**config.mk**
```make
export PLATFORM = sky130hd
export DESIGN_NAME = serial_borrow_subtractor
export DESIGN_NICKNAME = d
export VERILOG_FILES = /design/src/rtl/serial_borrow_subtractor.sv
export SDC_FILE = /design/constraint.sdc
export NUM_CORES = 1
export LEC_CHECK = 0
export ABC_AREA = 1
export CAP_MARGIN = 20
export CORE_ASPECT_RATIO = 0.5
export CORE_MARGIN = 2
export CORE_UTILIZATION = 25
export CTS_CLUSTER_SIZE = 14
export DETAILED_ROUTE_END_ITERATION = 10
export SYNTH_ARGS = -nofsm -noshare
export SYNTH_HDL_FRONTEND = slang
export SYNTH_SLANG_ARGS = --single-unit
```
**constraint.sdc**
```tcl
create_clock -name clk -period 8 [get_ports clk]
set_input_delay 2 -clock clk [delete_from_list [all_inputs] [get_ports clk]]
set_output_delay 2 -clock clk [all_outputs]
set_load 0.005 [all_outputs]
```
**src/rtl/serial_borrow_subtractor.sv**
```systemverilog
// serial_borrow_subtractor: multi-cycle unsigned a - b - bin, DIGIT bits per clock,
// LSB slice first. Optional SUB_SATURATE_EN floors a borrowing result at zero.
//
// Ports:
//   clk, rst_n            clock, async active-low reset
//   in_valid/in_ready     operand handshake (in_ready high only in IDLE)
//   a, b, bin             minuend, subtrahend, borrow-in
//   out_valid/out_ready   result handshake (result held in DONE)
//   diff                  a - b - bin mod 2^WIDTH (floored at 0 with SUB_SATURATE_EN)
//   borrow_out            1 when a < b + bin
//   zero                  1 when diff == 0
module serial_borrow_subtractor #(
    parameter int WIDTH = 32,
    parameter int DIGIT = 8
) (
    input  logic             clk,
    input  logic             rst_n,
    input  logic             in_valid,
    output logic             in_ready,
    input  logic [WIDTH-1:0] a,
    input  logic [WIDTH-1:0] b,
    input  logic             bin,
    output logic             out_valid,
    input  logic             out_ready,
    output logic [WIDTH-1:0] diff,
    output logic             borrow_out,
    output logic             zero
);

    localparam int NUM_DIGITS = WIDTH / DIGIT;
    localparam int CW = (NUM_DIGITS > 1) ? $clog2(NUM_DIGITS) : 1;
    localparam logic [CW-1:0] LAST = CW'(NUM_DIGITS - 1);

    typedef enum logic [1:0] {
        IDLE,
        RUN,
        DONE
    } state_t;

    state_t           state;
    logic [WIDTH-1:0] a_q;
    logic [WIDTH-1:0] b_q;
    logic             br;
    logic [CW-1:0]    cnt;

    logic [DIGIT:0]   sub;
    logic [WIDTH-1:0] diff_nx;

    assign in_ready = (state == IDLE);

    // One slice: the top bit of the DIGIT+1 bit difference is the new borrow.
    always_comb begin
        sub = {1'b0, a_q[cnt*DIGIT +: DIGIT]}
            - {1'b0, b_q[cnt*DIGIT +: DIGIT]}
            - {{DIGIT{1'b0}}, br};
        diff_nx = diff;
        diff_nx[cnt*DIGIT +: DIGIT] = sub[DIGIT-1:0];
    end

    always_ff @(posedge clk or negedge rst_n) begin
        if (!rst_n) begin
            state      <= IDLE;
            a_q        <= '0;
            b_q        <= '0;
            br         <= 1'b0;
            cnt        <= '0;
            diff       <= '0;
            borrow_out <= 1'b0;
            zero       <= 1'b0;
            out_valid  <= 1'b0;
        end else begin
            unique case (state)
                IDLE: begin
                    if (in_valid) begin
                        a_q   <= a;
                        b_q   <= b;
                        br    <= bin;
                        cnt   <= '0;
                        state <= RUN;
                    end
                end
                RUN: begin
                    br   <= sub[DIGIT];
                    diff <= diff_nx;
                    cnt  <= cnt + 1'b1;
                    if (cnt == LAST) begin
                        borrow_out <= sub[DIGIT];
                        out_valid  <= 1'b1;
                        state      <= DONE;
`ifdef SUB_SATURATE_EN
                        if (sub[DIGIT]) begin
                            diff <= '0;
                            zero <= 1'b1;
                        end else begin
                            zero <= (diff_nx == '0);
                        end
`else
                        zero <= (diff_nx == '0);
`endif
                    end
                end
                DONE: begin
                    if (out_ready) begin
                        out_valid <= 1'b0;
                        state     <= IDLE;
                    end
                end
                default: state <= IDLE;
            endcase
        end
    end

endmodule

```
**Word-level counts from Yosys, hierarchy flattened**

Index checks and enable logic that the tools add are counted.

- Bits of input ports: 69
- Register bits after elaboration: 104
- Output and inout port bits: 36

- Reduce and logical (&&, ||, !) cells: 9
- $add $sub $neg: 4
- Equality and inequality tests: 6
- Mux-type cells: 12
- Shift operators: 4

Operator list:

| operator | number |
|---|---|
| variable part select 32 x 6 -> 8 bit | 2 |
| negation 5 -> 34 bit | 1 |
| variable shift 8 x 34 -> 32 bit, first input constant | 1 |
| variable part select 8 x 34 -> 32 bit | 1 |
| bitwise mux 32 bit | 1 |
| logical NOT 32 bit | 1 |
| subtractor 8 x 8 -> 9 bit | 1 |
| subtractor 9 x 1 -> 9 bit | 1 |
| two-way mux 2 bit | 4 |
| != test 2 bit, second input constant | 3 |
| case mux 2 bit (3 select lines) | 1 |
| AND reduction 2 bit | 3 |
| AND reduction 3 bit | 2 |
| equality test 2 bit, second input constant | 2 |
| case mux 1 bit (2 select lines) | 2 |
| case mux 2 bit (2 select lines) | 1 |
| nonzero test 2 bit | 2 |
| two-way mux 1 bit | 3 |
| adder 2 x 1 -> 2 bit, second input constant | 1 |
| equality test 2 x 1 -> 1 bit, second input constant | 1 |
| logical NOT 2 bit | 1 |

**Logic depth before layout (Yosys ltp)**

Gate-level depths: netlist of run 1.

- Word-level depth: 6
- Depth in mapped cells: 22
- Gate-level depth less buffers: 20

**Worst setup path before layout of run 1**

OpenSTA, ideal clock, no wires.

- Path kind: register -> register
- Start point: reg cnt[0]
- End point: reg zero
- Stages on the path, launching flop included: 21
- Slack: 4.776 ns
- Buffers on the path: 3
- Arrival: 3.107 ns
- Required time: 7.883 ns
- Cell sequence: dfrtp_1 -> buf_4 -> buf_2 -> buf_1 -> nand2_1 -> a32o_1 -> fa_1 -> inv_1 -> fa_1 -> nor2_1 -> nand2_1 -> o22ai_1 -> nor2_1 -> nand2_1 -> nor2_1 -> nand3_1 -> nor2_1 -> nand4_1 -> nor2_1 -> nand3_1 -> nand2_1

- Cells in the longest elaborated chain, start to end: 6
- Elaborated cells between the ends (all ways): 11

Ends and longest elaborated chain:

| what | RTL line | RTL |
|---|---|---|
| start: declaration | 44 | `logic [CW-1:0] cnt;` |
| start signal: assignment | 85 | `cnt <= cnt + 1'b1;` |
| variable part select 32 x 6 -> 8 bit, on equally long branches | 53, 54 |  |
| subtractor 8 x 8 -> 9 bit | 54 | `- {1'b0, b_q[cnt*DIGIT +: DIGIT]}` |
| subtractor 9 x 1 -> 9 bit | 55 | `- {{DIGIT{1'b0}}, br};` |
| variable part select 8 x 34 -> 32 bit | 57 | `diff_nx[cnt*DIGIT +: DIGIT] = sub[DIGIT-1:0];` |
| bitwise mux 32 bit | 57 |  |
| logical NOT 32 bit | 98 | `zero <= (diff_nx == '0);` |
| end signal: assignment | 98 |  |
| end: declaration | 27 | `output logic zero` |

Several ways; a longest one is shown, not always the timed one.
A chain may end at the register's enable or synchronous reset.

**Final worst setup path of run 1**

- Start point: reg cnt[1]
- End point: reg zero

Same word-level chain as after synthesis.

==> results of run 1 <==
==> cell families after synthesis <==
family                   share of synthesized area [%]
flip-flops                                       47.55
adder cells (fa/ha/maj)                          4.847
buffers and inverters                            6.584
AO/OA/AOI/OAI                                    10.43
multiplexers                                    0.2057
AND/OR/NAND/NOR                                  30.22
XOR/XNOR                                        0.1601
==> synthesized netlist by cell type, drive strengths merged <==
master | instances | area share [%]
nand4 | 11 | 1.3
a21boi | 2 | 0.27
and2 | 1 | 0.11
clkbuf | 26 | 1.8
nor3 | 1 | 0.091
dfrtp | 104 | 48
a31oi | 8 | 0.91
a21oi | 13 | 1.2
a22oi | 1 | 0.14
ha | 18 | 4.1
fa | 2 | 0.73
a32oi | 1 | 0.16
nand2 | 321 | 22
o21bai | 1 | 0.14
xor2 | 1 | 0.16
nor2 | 59 | 4.0
nand3 | 29 | 2.7
o22ai | 13 | 1.5
inv | 61 | 4.2
mux2 | 1 | 0.21
buf | 6 | 0.55
o21ai | 53 | 4.8
clkinv | 1 | 0.069
a32o | 7 | 1.3
==> state kept, by name, summed over array words and instances (netlist names) <==
register and count:
diff 32, out_valid 1, cnt 2, br 1, borrow_out 1, b_q 32, a_q 32, state 2
zero 1
==> metrics by stage <==
stage / cell area (um2) / hold slack (ns) / utilization [%] / total power [mW] / setup WS (ns)
after floorplan: 5473 / 0.4436 / - / 2.395 / 4.776
after global placement: 6794 / 0.4592 / 31.47 / 3.103 / 3.750
after detailed placement: 6794 / 0.4636 / 31.47 / 3.122 / 3.751
after CTS: 7109 / 0.4856 / 32.94 / 3.602 / 4.124
after global routing: 7157 / 0.4965 / 33.16 / 3.982 / 3.838
final: 7157 / 0.4829 / 33.16 / 3.594 / 4.236
==> area by class of cell <==
type                            count  area [um2]
Timing Repair Buffer              110        1116
Tap cell                          300       375.4
Clock buffer                        9       225.2
Clock inverter                      7       90.09
Fill cell                        2307       14430
Sequential cell                   104        2603
Multi-Input combinational cell    543        2515
Inverter                           62       232.7
==> worst register-to-register path: cells and delay by family, from the launching register on <==
family | cells | cell delay (ns)
AND/OR/NAND/NOR | 11 | 0.89
adder cells (fa/ha/maj) | 2 | 0.90
AO/OA/AOI/OAI | 2 | 0.69
flip-flops | 1 | 0.69
buffers and inverters | 2 | 0.49
==> cell usage in the layout, fill, tap and decap left out, types with 2 or more instances in the layout <==
cell type	Yosys	layout
nand2_1	320	319
dfrtp_1	104	104
clkdlybuf4s50_1	0	103
inv_1	59	59
nor2_1	59	58
o21ai_0	51	51
nand3_1	29	29
ha_1	18	18
a21oi_1	13	13
o22ai_1	13	13
nand4_1	11	11
clkbuf_16	0	9
a31oi_1	8	8
a32o_1	7	7
buf_4	1	5
inv_2	2	3
inv_8	0	3
inv_6	0	3
nand2_2	1	2
a21boi_0	2	2
o21ai_1	2	2
fa_1	2	2
==> power groups by stage <==
| stage | Clock [mW] | Sequential (mW) | Combinational, mW |
|---|---|---|---|
| after global placement | 0 | 0.909 | 2.19 |
| after CTS | 0.479 | 0.904 | 2.22 |
| after floorplan | 0 | 0.876 | 1.52 |
| after detailed placement | 0 | 0.910 | 2.21 |
| after global routing | 0.502 | 0.934 | 2.55 |
| final | 0.471 | 0.903 | 2.22 |
==> how the worst max path moves through the flow <==
stage	endpoint	cells past startpoint	from
floorplan	zero	20	cnt[0]
global placement	cnt[1]	7	in_valid
detailed placement	cnt[1]	7	in_valid
CTS	cnt[1]	7	in_valid
global route	zero	18	cnt[1]
finish	zero	17	cnt[1]
==> metal layers <==
layer / vias to the layer above / routed length (um) / global-route usage (%)
met3: 18 / 560 / 2.535
li1: 2532 / - / -
met4: 0 / 282 / 3.770
met1: 2310 / 7774 / 19.72
met2: 107 / 7320 / 22.80
met5: - / 0 / 0
==> parameters.txt, run 1 <==
Parameter                              Value

Setup path
  Family of cells with the greatest summed delay on the critical path ... adder cells
  Crit path largest cell delay ... 0.69 ns
  Origin of the critical flop-to-flop path ... cnt[1]
  Critical-path cell with the highest stage delay ... dfrtp_1
  Top fanout value on the critical path ... 29
  R2r setup slk ... 4.24 ns
  List of cells traversed by the critical path ... inv_2 > a32o_1 > fa_1 > inv_1 > fa_1 > nor2_1 > nand2_1 > o22ai_1 > nor2_1 > nand2_1 > nor2_1 > nand3_1 > nor2_1 > nand4_1 > nor2_1 > nand3_1 > nand2_1
  Critical path endpoint category ... flop
  Cell depth of the worst flop-to-flop path ... 17
  Data arrival at the endpoint of the critical path ... 4.00 ns
  Required time at the worst-slack endpoint ... 8.24 ns
  Worst path most repeated cell ... nor2_1
  Path type of the worst setup path ... flop to flop
  Endpoint of the most critical register-to-register path ... zero
  Critical Path Source Type ... flop
  Critical path buffer and inverter count ... 2

Pwr
  Power density cells ... 502.1 nW/um2
  Fraction of power consumed by sequential logic ... 25.1%
  Internal portion of total power ... 1.797 mW
  Static Leakage ... 3.416 nW
  Maximum resistive drop on vdd ... 0.0002006 V
  Portion of total power attributed to combinational logic ... 61.8%
  Power share of the clock group ... 13.1%
  Switching power as a share of total power ... 49.99%
  Psw ... 1.796 mW

Global route
  Via count of the first global-routing pass ... 4828
  Largest net degree at the start of global routing ... 80
  Global-route wire length before repair ... 25.71 mm
  Global router's overall resource usage ... 14.17%
  Final global-route overflow total ... 0
  Initial antenna violation count ... 0

Logic synthesis
  Synthesized net count ... 830
  Number of distinct standard cells referenced by the synthesized netlist ... 29
  Synthesized instance count ... 741
  Syn. warnings ... 0
  Sequential fraction of the synthesis area ... 47.55%
  Synthesis-stage register bit count ... 104
  Post-Syn Area ... 5473 um2
  Average instance area after synthesis ... 7.386 um2

Placement
  Cell count after placement ... 1117
  Count of buffers inserted at the top-level ports ... 104
  Global placement routability congestion ... 0.8298
  Post-detailed-placement half-perimeter wirelength ... 11.68 mm

Floorplan
  Number of ports placed on the die boundary ... 105
  Width of the chip ... 213.2 um
  Die area ... 23160 um2
  Initial Utilization ... 25.35%
  Core Rows ... 38
  Core outline area ... 21590 um2
  Die Span Y ... 108.6 um

Timing
  Headroom to the max-slew limit ... 39.71%
  Unrepaired setup endpoints after global routing ... false
  Final count of hold timing violations ... 0
  Aggregate negative setup slack ... 0 ns
  Fraction of the cycle the final worst path needs ... 47.05%
  Count of final setup violators ... 0
  Number of slew-limit violations in the final report ... 0
  Minimum period implied by the final worst setup slack ... 3.764 ns
  Measured slew at the worst slew-check pin ... 0.9033 ns
  Upper clock frequency limit ... 265.7 MHz
  Worst-case clock skew ... 0.01134 ns

Min path
  Hold path depth ... 2
  Endpoint, Worst Hold ... b_q[20]
  Worst Hold Launch ... b_q[20]
  Worst min path class ... flop to flop

Routing
  Final ANT Viol Nets ... 0
  Detailed router's first-iteration violation count ... 295
  Detailed Routing Iterations Pass 1 ... 5
  Wire length per cell after detailed routing ... 14.04 um
  Via count of the routed design ... 4967
  Post-Route WL ... 15.94 mm
  Post-DR vias/cell ... 4.376
  DRC errors left ... 0

Job
  Number of max-cap violations ... 0

CTS
  Post-CTS clock slew at the launch and capture registers of the worst setup and hold paths ... 0.08 ns
  Count of buffers added by post-CTS timing repair for setup ... 0
  Source-to-sink clock delay at the later pin of the worst-skew pair ... 0.35 ns
  Resize count post-CTS ... 0
  CTS tree ... yes
  Number of buffers inserted during clock tree synthesis ... 9
  Clock tree buffer depth ... 2
  Master cell of the clock root buffer ... clkbuf_16
  Number of hold-repair buffers added at the cts stage ... 0
  Maximum level of the CTS H-tree ... 3
  Number of sinks driven by the clock tree ... 104

Cells and area
  Layout net count ... 919
  Fraction of layout cells with a size suffix above 1 ... 3.593%
  Layout overhead on the synthesized area ... 30.77%
  Non-Filler Instances ... 1135
  Antenna diode count ... 0

Outcome
  Outcome ... completed
(Power assumes the default switching activity.)
==> run 2, diff against run 1 <==
==> constraint.sdc (replaced) <==
create_clock -name clk -period 3.7 [get_ports clk]
set_input_delay 0.925 -clock clk [delete_from_list [all_inputs] [get_ports clk]]
set_output_delay 0.925 -clock clk [all_outputs]
set_load 0.005 [all_outputs]
==> parameters.txt, run 2 (same netlist as run 1, synthesis figures left out) <==
Parameter                              Value

Cells and area
  Fraction of layout cells with a size suffix above 1 ... 3.938% (was 3.593%)
  Commonest cells after routing, fill and taps aside ... 319 x nand2_1, 104 x dfrtp_1, 103 x clkdlybuf4s50_1, 59 x inv_1, 58 x nor2_1 (unchanged)
  Design Area, Final ... 7153 um2 (was 7157 um2)
  Layout overhead on the synthesized area ... 30.70% (was 30.77%)
  Number of fill cells in the layout ... 2289 (was 2307)
  Register Area ... 2603 um2 (unchanged)
  Fraction of the core area covered by cells at the end of the flow ... 33.14% (was 33.16%)
  Largest regs ... a_q: 32 flops, b_q: 32 flops, diff: 32 flops (unchanged)
  Antenna diode count ... 0 (unchanged)
  Area of the multi-input gates ... 2515 um2 (unchanged)
  Leading cell type in the layout, fill and taps excluded ... nand2_1 (unchanged)
  Layout net count ... 922 (was 919)

Setup path
  R2r setup slk ... 0.46 ns (was 4.24 ns)
  Origin of the critical flop-to-flop path ... cnt[0] (was cnt[1])
  Critical-path cell with the highest stage delay ... dfrtp_1 (unchanged)
  Path type of the worst setup path ... flop to flop (unchanged)
  Critical path buffer and inverter count ... 3 (was 2)
  Required time at the worst-slack endpoint ... 3.96 ns (was 8.24 ns)
  Data arrival at the endpoint of the critical path ... 3.49 ns (was 4.00 ns)
  Cell depth of the worst flop-to-flop path ... 18 (was 17)
  Worst path most repeated cell ... nand2_1 (was nor2_1)
  Critical path depth ... 18 (was 17)
  Endpoint of the most critical register-to-register path ... zero (unchanged)
  Critical Path Source Type ... flop (unchanged)
  List of cells traversed by the critical path ... inv_2 > nand2_1 > a32o_1 > ha_1 > inv_1 > ha_1 > inv_1 > o21bai_1 > nand3_1 > and2_1 > nand2_1 > nand2_1 > nand2_1 > nand4_1 > o21ai_0 > nor2_1 > nand3_1 > nand2_1 (was inv_2 > a32o_1 > fa_1 > inv_1 > fa_1 > nor2_1 > nand2_1 > o22ai_1 > nor2_1 > nand2_1 > nor2_1 > nand3_1 > nor2_1 > nand4_1 > nor2_1 > nand3_1 > nand2_1)
  Critical path endpoint category ... flop (unchanged)
  Family of cells with the greatest summed delay on the critical path ... simple AND/OR/NAND/NOR gates (was adder cells)
  Crit path largest cell delay ... 0.40 ns (was 0.69 ns)
  Top fanout value on the critical path ... 31 (was 29)

CTS
  Maximum level of the CTS H-tree ... 3 (unchanged)
  Post-CTS clock slew at the launch and capture registers of the worst setup and hold paths ... 0.08 ns (about the same)
  Source-to-sink clock delay at the later pin of the worst-skew pair ... 0.36 ns (was 0.35 ns)
  Number of buffers inserted during clock tree synthesis ... 9 (unchanged)
  CTS tree ... yes (unchanged)
  Count of buffers added by post-CTS timing repair for setup ... 0 (unchanged)
  Number of hold-repair buffers added at the cts stage ... 0 (unchanged)
  Clock tree buffer depth ... 2 (unchanged)
  Resize count post-CTS ... 0 (unchanged)
  Number of sinks driven by the clock tree ... 104 (unchanged)
  Master cell of the clock root buffer ... clkbuf_16 (unchanged)

Placement
  Count of buffers inserted at the top-level ports ... 104 (unchanged)
  Global placement routability congestion ... 0.9083 (was 0.8298)
  Cell area after placement ... 6832 um2 (was 6794 um2)
  Post-detailed-placement half-perimeter wirelength ... 12.30 mm (was 11.68 mm)

Routing
  Detailed router's first-iteration violation count ... 316 (was 295)
  DRC errors left ... 0 (unchanged)
  Via count of the routed design ... 5011 (was 4967)
  Wire length per cell after detailed routing ... 14.07 um (was 14.04 um)
  Post-Route WL ... 16.01 mm (was 15.94 mm)
  Final ANT Viol Nets ... 0 (unchanged)
  Post-DR vias/cell ... 4.403 (was 4.376)
  Detailed Routing Iterations Pass 1 ... 5 (unchanged)

Floorplan
  Die area ... 23160 um2 (unchanged)
  Core outline area ... 21590 um2 (unchanged)
  Initial Utilization ... 25.35% (unchanged)
  Width of the chip ... 213.2 um (unchanged)
  Die Span Y ... 108.6 um (unchanged)
  Number of ports placed on the die boundary ... 105 (unchanged)
  Core Rows ... 38 (unchanged)

Timing
  Aggregate negative setup slack ... 0 ns (unchanged)
  Worst-case clock skew ... 0.01390 ns (was 0.01134 ns)
  Count of final setup violators ... 0 (unchanged)
  Hold_ws ... 0.4813 ns (was 0.4829 ns)
  Headroom to the max-slew limit ... 38.68% (was 39.71%)
  Upper clock frequency limit ... 308.7 MHz (was 265.7 MHz)
  Fraction of the cycle the final worst path needs ... 87.54% (was 47.05%)
  Unrepaired setup endpoints after global routing ... false (unchanged)
  Final count of hold timing violations ... 0 (unchanged)
  Number of slew-limit violations in the final report ... 0 (unchanged)
  Minimum period implied by the final worst setup slack ... 3.239 ns (was 3.764 ns)
  Measured slew at the worst slew-check pin ... 0.9187 ns (was 0.9033 ns)

Pwr
  Static Leakage ... 3.417 nW (was 3.416 nW)
  Power density cells ... 1090 nW/um2 (was 502.1 nW/um2)
  Maximum resistive drop on vdd ... 0.0005779 V (was 0.0002006 V)

Global route
  Largest net degree at the start of global routing ... 62 (was 80)
  Global-route wire length before repair ... 25.76 mm (was 25.71 mm)
  Via count of the first global-routing pass ... 4821 (was 4828)
  Initial antenna violation count ... 0 (unchanged)
  Global router's overall resource usage ... 14.26% (was 14.17%)
  Final global-route overflow total ... 0 (unchanged)

Min path
  Hold path depth ... 2 (unchanged)
  Worst Hold Launch ... a_q[7] (was b_q[20])
  Worst min path class ... flop to flop (unchanged)
  Endpoint, Worst Hold ... a_q[7] (was b_q[20])

Outcome
  Outcome ... completed (unchanged)

Job
  Number of max-cap violations ... 0 (unchanged)
## run 2: cell count changes in the layout (fill, tap and decap cells not counted), sizes merged
cell    previous run  this run
buf                7        10
bufinv             1         0
clkinv             0         5
inv               68        64
## run 2: metal layers
layer / track usage (%) / routed length, um / up-vias
met4: 3.423 / 279 / 0
met1: 19.12 / 7639 / 2351
met3: 3.485 / 788 / 18
li1: - / - / 2544
met5: 0 / 0 / -
met2: 23.34 / 7303 / 98
## run 2: layout make-up
class | instances | share of cell area, %
Clock inverter | 7 | 1.347
Timing Repair Buffer | 113 | 15.46
Sequential cell | 104 | 36.38
Inverter | 62 | 3.253
Multi-Input combinational cell | 543 | 35.16
Tap cell | 300 | 5.248
Clock buffer | 9 | 3.149
## run 2: worst register-to-register path, stage by stage, from the launching register on
cell,delay (ns)
dfrtp_1,0.40
inv_2,0.37
nand2_1,0.12
a32o_1,0.25
ha_1,0.27
inv_1,0.04
ha_1,0.36
inv_1,0.10
o21bai_1,0.20
nand3_1,0.08
and2_1,0.17
nand2_1,0.08
nand2_1,0.05
nand2_1,0.17
nand4_1,0.13
o21ai_0,0.14
nor2_1,0.08
nand3_1,0.09
nand2_1,0.04
## run 2: worst max-delay path by stage
stage | slack [ns] | startpoint | endpoint
detailed placement | 0.47 | cnt[1] | zero
global placement | 0.49 | cnt[0] | zero
floorplan | 0.48 | cnt[0] | zero
finish | 0.46 | cnt[0] | zero
global route | 0.12 | cnt[0] | zero
CTS | 0.45 | cnt[0] | zero
## run 2: stage by stage
stage	total power, mW	std cells	setup WS (ns)
floorplan	5.179	741	0.4758
global placement	6.776	1122	0.4928
detailed placement	6.794	1122	0.4723
CTS	7.818	1138	0.4501
global route	8.602	1138	0.1242
finish	7.798	1138	0.4610
## run 2: where the power goes
| group | internal, mW | switching [mW] | leakage [nW] | total, mW |
|---|---|---|---|---|
| combinational | 1.70 | 3.14 | 1.95 | 4.84 |
| sequential | 1.64 | 0.328 | 1.31 | 1.96 |
| clock | 0.491 | 0.502 | 0.155 | 0.993 |
